File: config.mk
export PLATFORM = sky130hd
export DESIGN_NAME = microwave_timer
export DESIGN_NICKNAME = d
export VERILOG_FILES = /design/src/rtl/mw_pkg.sv /design/src/rtl/bcd_time_counter.sv /design/src/rtl/microwave_timer.sv
export SDC_FILE = /design/constraint.sdc
export NUM_CORES = 1
export LEC_CHECK = 0
export ABC_AREA = 1
export BUFFER_PORTS_ARGS = -buffer_cell sky130_fd_sc_hd__buf_2
export CELL_PAD_IN_SITES_DETAIL_PLACEMENT = 0
export CELL_PAD_IN_SITES_GLOBAL_PLACEMENT = 1
export CORE_AREA = 2 2 107 109
export DETAILED_ROUTE_END_ITERATION = 10
export DIE_AREA = 0 0 109 111
export PLACE_DENSITY_LB_ADDON = 0.1
export SLEW_MARGIN = 10
export SYNTH_ARGS = -nofsm -noshare
export SYNTH_HDL_FRONTEND = slang
export SYNTH_SLANG_ARGS = --single-unit
File: constraint.sdc
create_clock -name clk -period 3 [get_ports clk]
set_input_delay 0.15 -clock clk [delete_from_list [all_inputs] [get_ports clk]]
set_output_delay 0.15 -clock clk [all_outputs]
set_load 0.01 [all_outputs]
File: src/rtl/mw_pkg.sv
// Shared types and BCD helpers for the microwave cook timer.
// Time is held as four packed BCD digits, MM:SS.
package mw_pkg;

   typedef enum logic [2:0] {
      IDLE,
      SET,
      RUN,
      HOLD,
      DONE
   } state_t;

   typedef struct packed {
      logic [3:0] min_t;
      logic [3:0] min_o;
      logic [3:0] sec_t;
      logic [3:0] sec_o;
   } bcd_time_t;

   localparam int MAX_MIN   = 99;
   localparam int MAX_SEC_T = 5;

   localparam logic [3:0] MIN_T_MAX = 4'(MAX_MIN / 10);
   localparam logic [3:0] MIN_O_MAX = 4'(MAX_MIN % 10);
   localparam logic [3:0] SEC_T_MAX = 4'(MAX_SEC_T);

   function automatic bcd_time_t bcd_inc_min(bcd_time_t t);
      bcd_time_t r;
      r = t;
      if (t.min_o == 4'd9) begin
         r.min_o = 4'd0;
         r.min_t = t.min_t + 4'd1;
      end else begin
         r.min_o = t.min_o + 4'd1;
      end
      return r;
   endfunction

   function automatic bcd_time_t bcd_inc_sec10(bcd_time_t t);
      bcd_time_t r;
      r = t;
      if (t.sec_t == SEC_T_MAX) begin
         r.sec_t = 4'd0;
         r = bcd_inc_min(r);
      end else begin
         r.sec_t = t.sec_t + 4'd1;
      end
      return r;
   endfunction

   // Borrow ripples sec_o -> sec_t -> min_o -> min_t.
   function automatic bcd_time_t bcd_dec(bcd_time_t t);
      bcd_time_t r;
      r = t;
      if (t.sec_o != 4'd0) begin
         r.sec_o = t.sec_o - 4'd1;
      end else begin
         r.sec_o = 4'd9;
         if (t.sec_t != 4'd0) begin
            r.sec_t = t.sec_t - 4'd1;
         end else begin
            r.sec_t = SEC_T_MAX;
            if (t.min_o != 4'd0) begin
               r.min_o = t.min_o - 4'd1;
            end else begin
               r.min_o = 4'd9;
               r.min_t = t.min_t - 4'd1;
            end
         end
      end
      return r;
   endfunction

endpackage

File: src/rtl/bcd_time_counter.sv
// BCD MM:SS register for the cook timer.
// A decrement is applied first and any add lands on the decremented value.
module bcd_time_counter
   import mw_pkg::*;
(
   input  logic      clk,
   input  logic      rst,
   input  logic      clr,
   input  logic      add_min,
   input  logic      add_sec10,
   input  logic      dec,
   output bcd_time_t cur_time,
   output logic      is_zero,
   output logic      add_ok
);

   bcd_time_t t_q;
   bcd_time_t base;
   bcd_time_t t_d;
   logic      min_ok;
   logic      sec_ok;

   always_comb begin
      base   = dec ? bcd_dec(t_q) : t_q;
      min_ok = !(base.min_t == MIN_T_MAX && base.min_o == MIN_O_MAX);
      sec_ok = (base.sec_t < SEC_T_MAX) || min_ok;
      add_ok = add_min ? min_ok : (add_sec10 & sec_ok);
      t_d    = base;
      if (add_min && min_ok)
         t_d = bcd_inc_min(base);
      else if (!add_min && add_sec10 && sec_ok)
         t_d = bcd_inc_sec10(base);
   end

   always_ff @(posedge clk) begin
      if (rst || clr)
         t_q <= '0;
      else
         t_q <= t_d;
   end

   assign cur_time = t_q;
   assign is_zero  = (t_q == '0);

endmodule

File: src/rtl/microwave_timer.sv
// Cook-time controller: keypad time entry, start/finish pulses
// to the cooking FSM, and heat-gated countdown.
module microwave_timer
   import mw_pkg::*;
#(
   parameter int TICKS_PER_SEC = 50_000_000
)
(
   input  logic       clk,
   input  logic       rst,
   input  logic       door,
   input  logic       heat,
   input  logic       btn_min,
   input  logic       btn_sec10,
   input  logic       btn_start,
   input  logic       btn_stop,
   output logic       start,
   output logic       finish,
   output logic [7:0] min_bcd,
   output logic [7:0] sec_bcd,
   output logic       busy
);

   localparam int PW = $clog2(TICKS_PER_SEC);
   localparam logic [PW-1:0] PMAX = PW'(TICKS_PER_SEC - 1);
   localparam bcd_time_t ONE_SEC = 16'h0001;

   state_t        state;
   state_t        nstate;
   logic [PW-1:0] presc;
   logic          door_q;
   logic          tick;
   logic          last;
   logic          door_rise;
   logic          start_go;
   logic          clr;
   logic          add_en;
   logic          add_min;
   logic          add_sec10;
   bcd_time_t     cur_time;
   logic          is_zero;
   logic          add_ok;

   bcd_time_counter u_time (
      .clk       (clk),
      .rst       (rst),
      .clr       (clr),
      .add_min   (add_min),
      .add_sec10 (add_sec10),
      .dec       (tick),
      .cur_time  (cur_time),
      .is_zero   (is_zero),
      .add_ok    (add_ok)
   );

   always_ff @(posedge clk) begin
      if (rst)
         state <= IDLE;
      else
         state <= nstate;
   end

   always_comb begin
      nstate = state;
      unique case (state)
         IDLE: if ((add_min || add_sec10) && add_ok) nstate = SET;
         SET: begin
            if (clr)
               nstate = IDLE;
            else if (start_go)
               nstate = RUN;
         end
         RUN: begin
            if (last)
               nstate = DONE;
            else if (door)
               nstate = HOLD;
         end
         HOLD: if (!door) nstate = RUN;
         DONE: if (btn_stop || door_rise) nstate = IDLE;
         default: nstate = IDLE;
      endcase
   end

   // Expiry beats door and adds; stop/start in SET swallow adds.
   always_comb begin
      tick      = (state == RUN) && heat && (presc == PMAX);
      last      = tick && (cur_time == ONE_SEC);
      door_rise = door && !door_q;
      clr       = (state == SET) && btn_stop;
      start_go  = (state == SET) && !btn_stop && btn_start
                  && !door && !is_zero;
      add_en    = 1'b0;
      unique case (state)
         IDLE:    add_en = 1'b1;
         SET:     add_en = !btn_stop && !start_go;
         RUN:     add_en = !last;
         HOLD:    add_en = 1'b1;
         DONE:    add_en = 1'b0;
         default: add_en = 1'b0;
      endcase
      add_min   = add_en && btn_min;
      add_sec10 = add_en && btn_sec10 && !btn_min;
   end

   always_ff @(posedge clk) begin
      if (rst)
         presc <= '0;
      else if (start_go)
         presc <= '0;
      else if (state == RUN && heat)
         presc <= (presc == PMAX) ? '0 : presc + PW'(1);
   end

   always_ff @(posedge clk) begin
      if (rst) begin
         door_q <= 1'b0;
         start  <= 1'b0;
         finish <= 1'b0;
         busy   <= 1'b0;
      end else begin
         door_q <= door;
         start  <= start_go;
         finish <= last;
         busy   <= (nstate == RUN) || (nstate == HOLD);
      end
   end

   assign min_bcd = {cur_time.min_t, cur_time.min_o};
   assign sec_bcd = {cur_time.sec_t, cur_time.sec_o};

endmodule

Yosys cells after proc, flatten, opt, wreduce, memory -nomap -nowiden. Index checks and enable logic that the tools add are counted.

Add/subtract/negate cells: 8. Magnitude comparators: 1. Equal/unequal tests: 11. Muxes and demuxes: 24. Bitwise gates (word level): 1. Reductions and logical operators: 39.

Operators with widths (count): $mux W16 (3); $mux W4 (7); $add A26 B1 Y26 const B (1); $eq A26 B26 Y1 const B (1); $mux W26 (1); $mux W3 (7); $logic_and A1 B1 Y1 (18); $eq A16 B1 Y1 const B (1); $logic_not A16 Y1 (1); $mux W8 (2); $sub A4 B1 Y4 const B (4); $pmux W3 S5 (1); $add A4 B1 Y4 const B (3); $eq A3 B2 Y1 const B (4); $mux W12 (1); $reduce_bool A4 Y1 (3); $logic_not A1 Y1 (9); $eq A4 B4 Y1 const B (2); $logic_or A1 B1 Y1 (5); $eq A4 B3 Y1 const B (1); $lt A4 B3 Y1 const B (1); $reduce_or A2 Y1 (2); $eq A3 B1 Y1 const B (1); $eq A3 B3 Y1 const B (1); other kinds (4) (4).

Register bits after elaboration: 49. Input bits: 8. Output and inout bits: 19. Logic and storage cells: 94.

Longest topological paths before layout. Gate-level depths: netlist of run 1.

Depth after elaboration: 17. Mapped depth: 21. Depth with buffers taken out: 20.

Modules after synthesis. A second synthesis of run 1 with hierarchy kept.

Cell total of the unflattened synthesis: 535. Area total of the unflattened synthesis: 3463.3 µm².

Modules (own cells, without submodules): microwave_timer (times used 1, cells an instance 315, area each 2103.3 µm², seq. area each 660.6 µm²); bcd_time_counter (times used 1, cells an instance 220, area each 1360.1 µm², seq. area each 320.3 µm²).

Least setup slack after synthesis of run 1. Ideal clock, no wire load.

Path type: flip-flop to flip-flop. From: reg presc[10]. To: reg u_time.t_q, in the netlist u_time.cur_time[13]. Library setup time: 0.115 ns. Arrival time: 2.402 ns. Data required time: 2.885 ns. Slack: 0.483 ns. Cell stages (with the launch flop): 19. Buffers on the path: 2. Period minus slack after synthesis: 2.517 ns. Cells stage by stage: dfxtp_1 buf_2 nor2_2 nand2_1 nor2_4 nand2_1 nor2_2 nand2_1 nor3_2 xor2_2 ha_1 nand3_1 nor2_1 nand2_1 nand3_2 nand2_2 buf_6 a21oi_1 nor2_1.

Cells in the longest elaborated chain, start to end: 11. Elaborated cells on any way between the ends: 25. Classes of those cells: add/sub (1); order compare (1); eq/ne (4); mux (6); reduce/logical (13).

Ends and longest elaborated chain: start: declaration (RTL line microwave_timer.sv:30) `logic [PW-1:0] presc;`; start signal: assignment (RTL line microwave_timer.sv:112) `presc <= (presc == PMAX) ? '0 : presc + PW'(1);`; $eq A26 B26 Y1 (*) (RTL line microwave_timer.sv:87) `tick = (state == RUN) && heat && (presc == PMAX);`; $logic_and A1 B1 Y1 (*) (RTL line microwave_timer.sv:87); parallel branches: the longest is 8 deep, another holds $add A4 B1 Y4; $mux W16 (*) (RTL line bcd_time_counter.sv:29) `if (add_min && min_ok)`; end signal: assignment (RTL line bcd_time_counter.sv:39) `t_q <= t_d;`; end: declaration (RTL line bcd_time_counter.sv:17) `bcd_time_t t_q;`.

Every way passes the cells marked *. A chain may end at the register's enable or synchronous reset.

Worst setup path in the final report of run 1.
From: reg presc[1]. To: reg u_time.t_q, in the netlist u_time.cur_time[15].

The elaborated chain is that of the path after synthesis.

==> results of run 1 <==
## cell families (layout without fill, tap and decap cells)
kind of cell    after synthesis  in the layout
simple gates                258            259
buf+inv                      82            124
compound gates               67             67
flops                        49             49
fa+ha+maj                     8              8
xor+xnor                      7              7
## cell usage after synthesis (4+ instances only)
library cell	instances
nor2_4	4
nand4_1	15
nor2_1	54
inv_2	7
a31oi_1	4
nand3b_1	4
nand3_2	8
o21a_1	4
xor2_1	5
nor3_1	14
nor2_2	6
o21ai_0	11
nand3_1	32
a211oi_1	4
dfxtp_1	49
ha_1	8
inv_1	68
nor3_2	5
nand2_1	100
a21oi_1	33
## final cells by class
class / count / area, um^2 / share of cell area (%)
multi-input combinational: 341 / 1950 / 51.3
clock buffer: 7 / 143 / 3.75
sequential: 49 / 982 / 25.9
timing repair buffer: 39 / 228 / 5.99
tap: 143 / 179 / 4.71
inverter: 77 / 289 / 7.61
clock inverter: 1 / 30.0 / 0.791
## through the flow
step	TNS [ns]	setup WS, ns	std cells	cell area [um^2]	hold WS, ns
6_report	0	0.226	657	3800	0.112
5_1_grt	-0.0167	-0.0120	657	3800	0.115
4_1_cts	0	0.0326	656	3750	0.112
3_5_place_dp	0	0.0560	648	3580	0.418
3_3_place_gp	0	0.101	648	3580	0.405
2_1_floorplan	0	0.483	471	3210	0.219
## metal layers
metal / routed length (um) / part of all wire (%) / GRT usage (%) / vias up
met4: 119 / 1.4 / 3.59 / 0
met1: 3850 / 45 / 17.7 / 1340
li1: - / - / - / 1623
met2: 4400 / 52 / 26.8 / 20
met3: 166 / 1.9 / 2.59 / 8
met5: 0 / 0 / 0 / -
## critical path: stages (launching register included)
cell     delay (ns)
dfxtp_1        0.38
ha_2           0.22
nand2_1        0.07
nor2_2         0.10
nand2_1        0.13
nor2_4         0.14
nand3_4        0.12
nor2_8         0.16
nand4_1        0.10
nand2_1        0.17
inv_1          0.10
ha_1           0.23
o21ai_2        0.16
nand3_2        0.11
nand3_2        0.13
nand2_2        0.13
a21oi_1        0.16
nor2_1         0.06
## worst max-delay path by stage
stage / startpoint / to / slack, ns
3_5_place_dp: presc[0] / state[0] / 0.06
5_1_grt: presc[1] / u_time.cur_time[13] / -0.01
3_3_place_gp: presc[0] / state[0] / 0.10
2_1_floorplan: presc[10] / u_time.cur_time[13] / 0.48
6_report: presc[1] / u_time.cur_time[15] / 0.23
4_1_cts: presc[0] / state[0] / 0.03
## power groups by stage
| stage | Clock, mW | Combinational [mW] | Sequential (mW) |
|---|---|---|---|
| floorplan | 0 | 0.132 | 0.688 |
| global placement | 0 | 0.190 | 0.688 |
| detailed placement | 0 | 0.189 | 0.689 |
| CTS | 0.700 | 0.189 | 0.673 |
| global route | 0.734 | 0.217 | 0.674 |
| finish | 0.671 | 0.194 | 0.673 |
## sequential cells by signal, indices dropped and copies added, names as in the netlist
register	count
start	1
busy	1
u_time.cur_time	16
door_q	1
state	3
finish	1
presc	26
==> impl_metrics.ini, run 1 <==
[synthesis]
synth_top_area_share_pct = 30.6
ys.flop_type = dfxtp_1
synth.distinct_cells = 47
synth_nets = 487
synthSimpleGateAreaFrac_pct = 41.8
synth.area.mux_share_pct = 0
avgSynthCellArea_um2 = 6.81
yosysTopAreaCell = dfxtp_1
synth_edf_count = 0
synthAdderAreaFrac_pct = 3.12
ys_ff_latch = 49
async_flop_share_pct = 0
yosysWarnings = 0
netlist_instances = 471
yosys-top-cells-area = dfxtp_1 (31%), nand2_1 (12%), inv_1 (8.0%)
synth_top_family_by_area = simple AND/OR/NAND/NOR gates
seq_area_frac_synth_pct = 30.6
netlist_area_um2 = 3210
synth_xor_area_share_pct = 2.15
synth_compound_area_share_pct = 12.3

[die]
die_y_um = 111
placementRows = 39
die_x_um = 109
core_region_area_um2 = 11100
ios = 27
die_area_um2 = 12100
initial_core_util_pct = 28.9

[clock_tree]
cts-resized-gates = 0
cts_sinks = 49
tritoncts = done
h-tree-depth = 2
clkLatencyLatePin_ns = 0.29
cts_buffers = 5
cts-root-buf = clkbuf_16
hold_buffers = 0
max-clock-path-buffers = 2
post_cts_buffers = 0
clk_pin_slew_ns = 0.07

[timing]
finalHoldViolations = 0
relSlewSlack_pct = 67.9
fin_skew_ns = 0.00599
post-route-min-period_ns = 2.77
worstMarginPinSlew_ns = 0.481
period_share_pct = 92.5
finalSetupViolCount = 0
slew_viol_final = 0
fmax_ghz = 0.360

[power]
p_sw_uw = 399
power_frac_seq_pct = 43.7
intPower_mw = 1.14
leakage_nw = 1.62
ir_drop_uv = 269
pwr-share-comb_pct = 12.6
clock_power_share_pct = 43.6
switching_share_pct = 25.9
total_power_mw = 1.54
power.density_nw_per_um2 = 405

[final_layout]
layout_commonest_cell = nand2_1
fillers = 1220
syn2layout_area_growth_pct = 18.5
layout_common_cells = nand2_1 (97), inv_1 (68), nor2_1 (52), dfxtp_1 (48), a21oi_1 (33)
num_antenna_cells = 0
fin_util_pct = 34.3
fin_nets = 529
drive_gt1_share_pct = 20.2

[run_status]
outcome = complete, no violations

[setup_path]
crit_required_ns = 3.18
critical_path.max_fanout = 7
reg2regPathDepth = 17
reg2reg_to = u_time.cur_time[15]
cp-end-kind = flip-flop
critical_path_class = reg2reg
rrSetupSlack_ns = 0.23
cp.arrival_ns = 2.96
worstSetupStartpointType = flip-flop
reg2reg_from = presc[1]

[global_routing]
grt_pass1_wl_mm = 14.1
gr-usage-all-layers_pct = 14.8
overflow = 0
antenna_found_initial = 0
grt_max_degree = 15
first_global_vias = 2930

[placement]
port_buffers = 26
gp_congestion = 0.774
dpl.hpwl_mm = 6.80

[routing]
dr.pass1.iters = 6
antenna_left = 0
drtIter0Drc = 131
via_per_inst = 4.55
routedWlPerCell_um = 13.0
drcViolationCount = 0
vias = 2991
drt-total-wl_mm = 8.53

[hold_path]
holdPathStages = 2
worstHoldStart = rst
hold_end = state[0]
hp-class = in2reg

[run]
drv_cap = 0
No activity file was read; power rests on OpenSTA's default activity.
==> run 2: changes to the inputs <==
- CTS_BUF_LIST: default -> sky130_fd_sc_hd__clkbuf_16
==> impl_metrics.ini, run 2 (synthesis gave the netlist of run 1 again) <==
[die]
die_y_um = 111
placementRows = 39
ios = 27
die_area_um2 = 12100
core_region_area_um2 = 11100
die_x_um = 109
initial_core_util_pct = 28.9

[setup_path]
rrSetupSlack_ns = 0.23
worstSetupStartpointType = flip-flop
slowest_delay_ns = 0.38
reg2reg_to = u_time.cur_time[15]
path_cells = ha_2 -> nand2_1 -> nor2_2 -> nand2_1 -> nor2_4 -> nand3_4 -> nor2_8 -> nand4_1 -> nand2_1 -> inv_1 -> ha_1 -> o21ai_2 -> nand3_2 -> nand3_2 -> nand2_2 -> a21oi_1 -> nor2_1
startpoint = presc[1]
cp_slowest_cell = dfxtp_1
reg2reg_from = presc[1]
critical_path.max_fanout = 7
critical_path_class = reg2reg
crit_top_cell = nand2_1
cp-end-kind = flip-flop
crit_required_ns = 3.18
cp.arrival_ns = 2.96
reg2regPathDepth = 17
critPathBufInv = 1
path_delay_family = simple AND/OR/NAND/NOR gates

[power]
total_power_mw = 1.51
ir_drop_uv = 269
power.density_nw_per_um2 = 398
leakage_nw = 1.62

[routing]
drt-total-wl_mm = 8.53
antenna_left = 0
via_per_inst = 4.56
drcViolationCount = 0
drtIter0Drc = 127
routedWlPerCell_um = 13.0
dr.pass1.iters = 4
vias = 2997

[hold_path]
worstHoldStart = rst
hp-class = in2reg
holdPathStages = 2
hold_end = state[0]

[timing]
fin_skew_ns = 0.00533
slew_viol_final = 0
fmax_ghz = 0.360
worstMarginPinSlew_ns = 0.482
post-route-min-period_ns = 2.77
relSlewSlack_pct = 67.8
finalSetupViolCount = 0
hold_slack_ns = 0.113
period_share_pct = 92.5
tns_ns = 0
finalHoldViolations = 0

[clock_tree]
h-tree-depth = 2
max-clock-path-buffers = 2
cts-root-buf = clkbuf_16
clk_pin_slew_ns = 0.07
tritoncts = done
clkLatencyLatePin_ns = 0.29
cts_buffers = 5
hold_buffers = 0
post_cts_buffers = 0
cts_sinks = 49

[final_layout]
drive_gt1_share_pct = 20.0
largest_register_ffs = 26
layout_common_cells = nand2_1 (97), inv_1 (69), nor2_1 (52), dfxtp_1 (48), a21oi_1 (33)
multi_input_area_um2 = 1950
top_register = presc
fin_util_pct = 34.2
fin_cells = 657
num_antenna_cells = 0
fin_nets = 529
fillers = 1222
register_area_um2 = 982
layout_commonest_cell = nand2_1
syn2layout_area_growth_pct = 18.2

[global_routing]
overflow = 0
antenna_found_initial = 0
grt_max_degree = 15
first_global_vias = 2930
grt_pass1_wl_mm = 14.1
gr-usage-all-layers_pct = 14.8

[placement]
gp_congestion = 0.774
dp.cells = 648
dpl.hpwl_mm = 6.80
port_buffers = 26

[run]
drv_cap = 0

[run_status]
outcome = complete, no violations
==> run 2: cell types whose count changed in the layout (fill, tap and decap cells not counted) <==
cell	change
clkinv_1	+1
clkbuf_8	-1
inv_1	+1
clkbuf_1	-1
==> run 2: area by class of cell <==
cell class | count | area share (%)
timing repair buffer | 39 | 6.01
clock buffer | 5 | 3.30
inverter | 77 | 7.63
clock inverter | 3 | 0.991
multi-input combinational | 341 | 51.4
tap | 143 | 4.72
sequential | 49 | 25.9
==> run 2: worst max path at each step <==
stage | endpoint | slack [ns] | depth (start not counted)
after detailed placement | state[0] | 0.06 | 17
after global routing | u_time.cur_time[13] | -0.01 | 17
after global placement | state[0] | 0.10 | 17
final | u_time.cur_time[15] | 0.23 | 17
after floorplan | u_time.cur_time[13] | 0.48 | 18
after CTS | state[0] | 0.03 | 17
==> run 2: repair_timing <==
action,in CTS,in global routing
hold endpoints to repair,0,0
gates resized for setup,0,12
setup endpoints to repair,0,13
==> run 2: power by group <==
part / switching (mW) / leakage, nW / internal, mW
sequential: 0.0125 / 0.396 / 0.661
combinational: 0.133 / 1.14 / 0.0615
clock: 0.254 / 0.0826 / 0.388
==> run 2: per-stage QoR <==
step           area [um^2]  setup WS, ns
6_report              3790         0.226
5_1_grt               3790       -0.0120
4_1_cts               3740        0.0318
3_5_place_dp          3580        0.0560
3_3_place_gp          3580         0.101
2_1_floorplan         3210         0.483
==> run 2: metal layers <==
layer | wire length, um | vias up | part of all wire [%] | track usage (%)
met5 | 0 | - | 0 | 0
met1 | 3850 | 1345 | 45 | 17.7
met2 | 4390 | 20 | 52 | 26.8
met3 | 168 | 8 | 2.0 | 2.59
met4 | 119 | 0 | 1.4 | 3.59
li1 | - | 1624 | - | -
==> run 3: changes to the inputs <==
- CORE_AREA: 2 2 107 109 -> 2 2 86 96
- DIE_AREA: 0 0 109 111 -> 0 0 88 98
- PLACE_DENSITY_LB_ADDON: 0.1 -> 0.2
==> impl_metrics.ini, run 3 (synthesis gave the netlist of run 1 again) <==
[timing]
post-route-min-period_ns = 2.74
fmax_ghz = 0.365
finalHoldViolations = 0
layout_setup_ws_ns = 0.257
fin_skew_ns = 0.00307
worstMarginPinSlew_ns = 0.441
slew_viol_final = 0
finalSetupViolCount = 0
rsz0062_at_grt = no
tns_ns = 0
period_share_pct = 91.4
relSlewSlack_pct = 70.5

[setup_path]
crit_required_ns = 3.18
cp-end-kind = flip-flop
critical_path.max_fanout = 7
slowest_delay_ns = 0.36
cp.arrival_ns = 2.92
critical_path_class = reg2reg
worstSetupStartpointType = flip-flop
cp_slowest_cell = dfxtp_2
path_delay_family = simple AND/OR/NAND/NOR gates
critPathBufInv = 0
path_cells = ha_2 -> nand3_1 -> nor2_2 -> nand2_1 -> nor2_4 -> nand2_2 -> nor3_4 -> xor2_2 -> ha_1 -> nand3_1 -> nor2_2 -> nand3_2 -> nand3_2 -> nand2_2 -> a21oi_1 -> nor2_1

[global_routing]
grt_max_degree = 15
gr-usage-met2_pct = 34.6
overflow = 0
gr-max-usage-layer = met2
antenna_found_initial = 0
first_global_vias = 2935
met3_usage_pct = 2.54
met1_usage_pct = 24.7
gr-usage-all-layers_pct = 19.6
grt_pass1_wl_mm = 13.7

[clock_tree]
clkLatencyLatePin_ns = 0.28
max-clock-path-buffers = 2
h-tree-depth = 2
tritoncts = done
clk_pin_slew_ns = 0.06
cts-root-buf = clkbuf_16
cts_sinks = 49
cts_buffers = 5

[placement]
port_buffers = 26
dp.cells = 611
dpl.hpwl_mm = 6.27
gp_congestion = 0.815
dpl_worst_slack_ns = 0.0165

[final_layout]
drive_gt1_share_pct = 19.7
top_register = presc
syn2layout_area_growth_pct = 16.5
fin_nets = 528
largest_register_ffs = 26
fin_util_pct = 48.5
layout_commonest_cell = nand2_1
fin_cells = 620
num_antenna_cells = 0
layout_common_cells = nand2_1 (99), inv_1 (68), nor2_1 (52), dfxtp_1 (47), a21oi_1 (33)

[die]
ios = 27
initial_core_util_pct = 41.6
placementRows = 34
core_region_area_um2 = 7700
die_area_um2 = 8620
die_x_um = 88
die_y_um = 98

[hold_path]
hp-class = in2reg

[routing]
routedWlPerCell_um = 12.9
dr.pass1.iters = 4
via_per_inst = 4.97
drtIter0Drc = 83
antenna_left = 0
vias = 3082
drt-total-wl_mm = 8.01
drcViolationCount = 0

[run]
drv_cap = 0

[power]
power.density_nw_per_um2 = 399
leakage_nw = 1.61
ir_drop_uv = 194
total_power_mw = 1.49

[run_status]
outcome = complete, no violations
-- run 3: final cells by class --
cell class	count	area, um^2
Fill cell	806	3970
Multi-Input combinational cell	341	1950
Sequential cell	49	983
Inverter	77	289
Timing Repair Buffer	38	220
Tap cell	108	135
Clock buffer	5	125
Clock inverter	2	35.0
-- run 3: worst reg2reg max path, cell delays in order, from the launching register on --
cell     delay, ns
dfxtp_2       0.36
ha_2          0.21
nand3_1       0.09
nor2_2        0.16
nand2_1       0.11
nor2_4        0.15
nand2_2       0.10
nor3_4        0.28
xor2_2        0.18
ha_1          0.16
nand3_1       0.10
nor2_2        0.15
nand3_2       0.09
nand3_2       0.12
nand2_2       0.15
a21oi_1       0.17
nor2_1        0.06
-- run 3: report_power, final --
group	total, mW	leakage, nW	internal [mW]	switching (mW)
clock network	0.625	0.0797	0.387	0.238
registers	0.673	0.397	0.661	0.0118
logic	0.191	1.13	0.0588	0.132
total	1.49	1.61	1.11	0.381
-- run 3: repair_timing --
action                                  in CTS  in global routing
endpoints found under the setup margin       5                 13
cloned                                       0                  1
gates resized for setup                      1                 11
hold buffers                                 0                  0
pin swaps                                    0                  3
buffers inserted                             0                  1
-- run 3: path summary, 6_finish.rpt --
| kind | from | to | slack (ns) | depth (start not counted) |
|---|---|---|---|---|
| setup / recovery | presc[0] | u_time.cur_time[12] | 0.26 | 16 |
| hold / removal | door | door_q | 0.12 | 3 |
| hold reg to reg | presc[22] | presc[22] | 0.47 | 2 |
| setup reg to reg | presc[0] | u_time.cur_time[12] | 0.26 | 16 |
-- run 3: through the flow --
step | area, um^2 | hold slack, ns
5_1_grt | 3730 | 0.128
2_1_floorplan | 3210 | 0.219
3_5_place_dp | 3520 | 0.416
6_report | 3730 | 0.125
4_1_cts | 3690 | 0.113
3_3_place_gp | 3520 | 0.401
-- run 3: metal layers --
layer  up-vias  routed length, um
met5         -                  0
met4         0                 79
met3         6                160
met2        37               4210
met1      1413               3560
li1       1626                  -
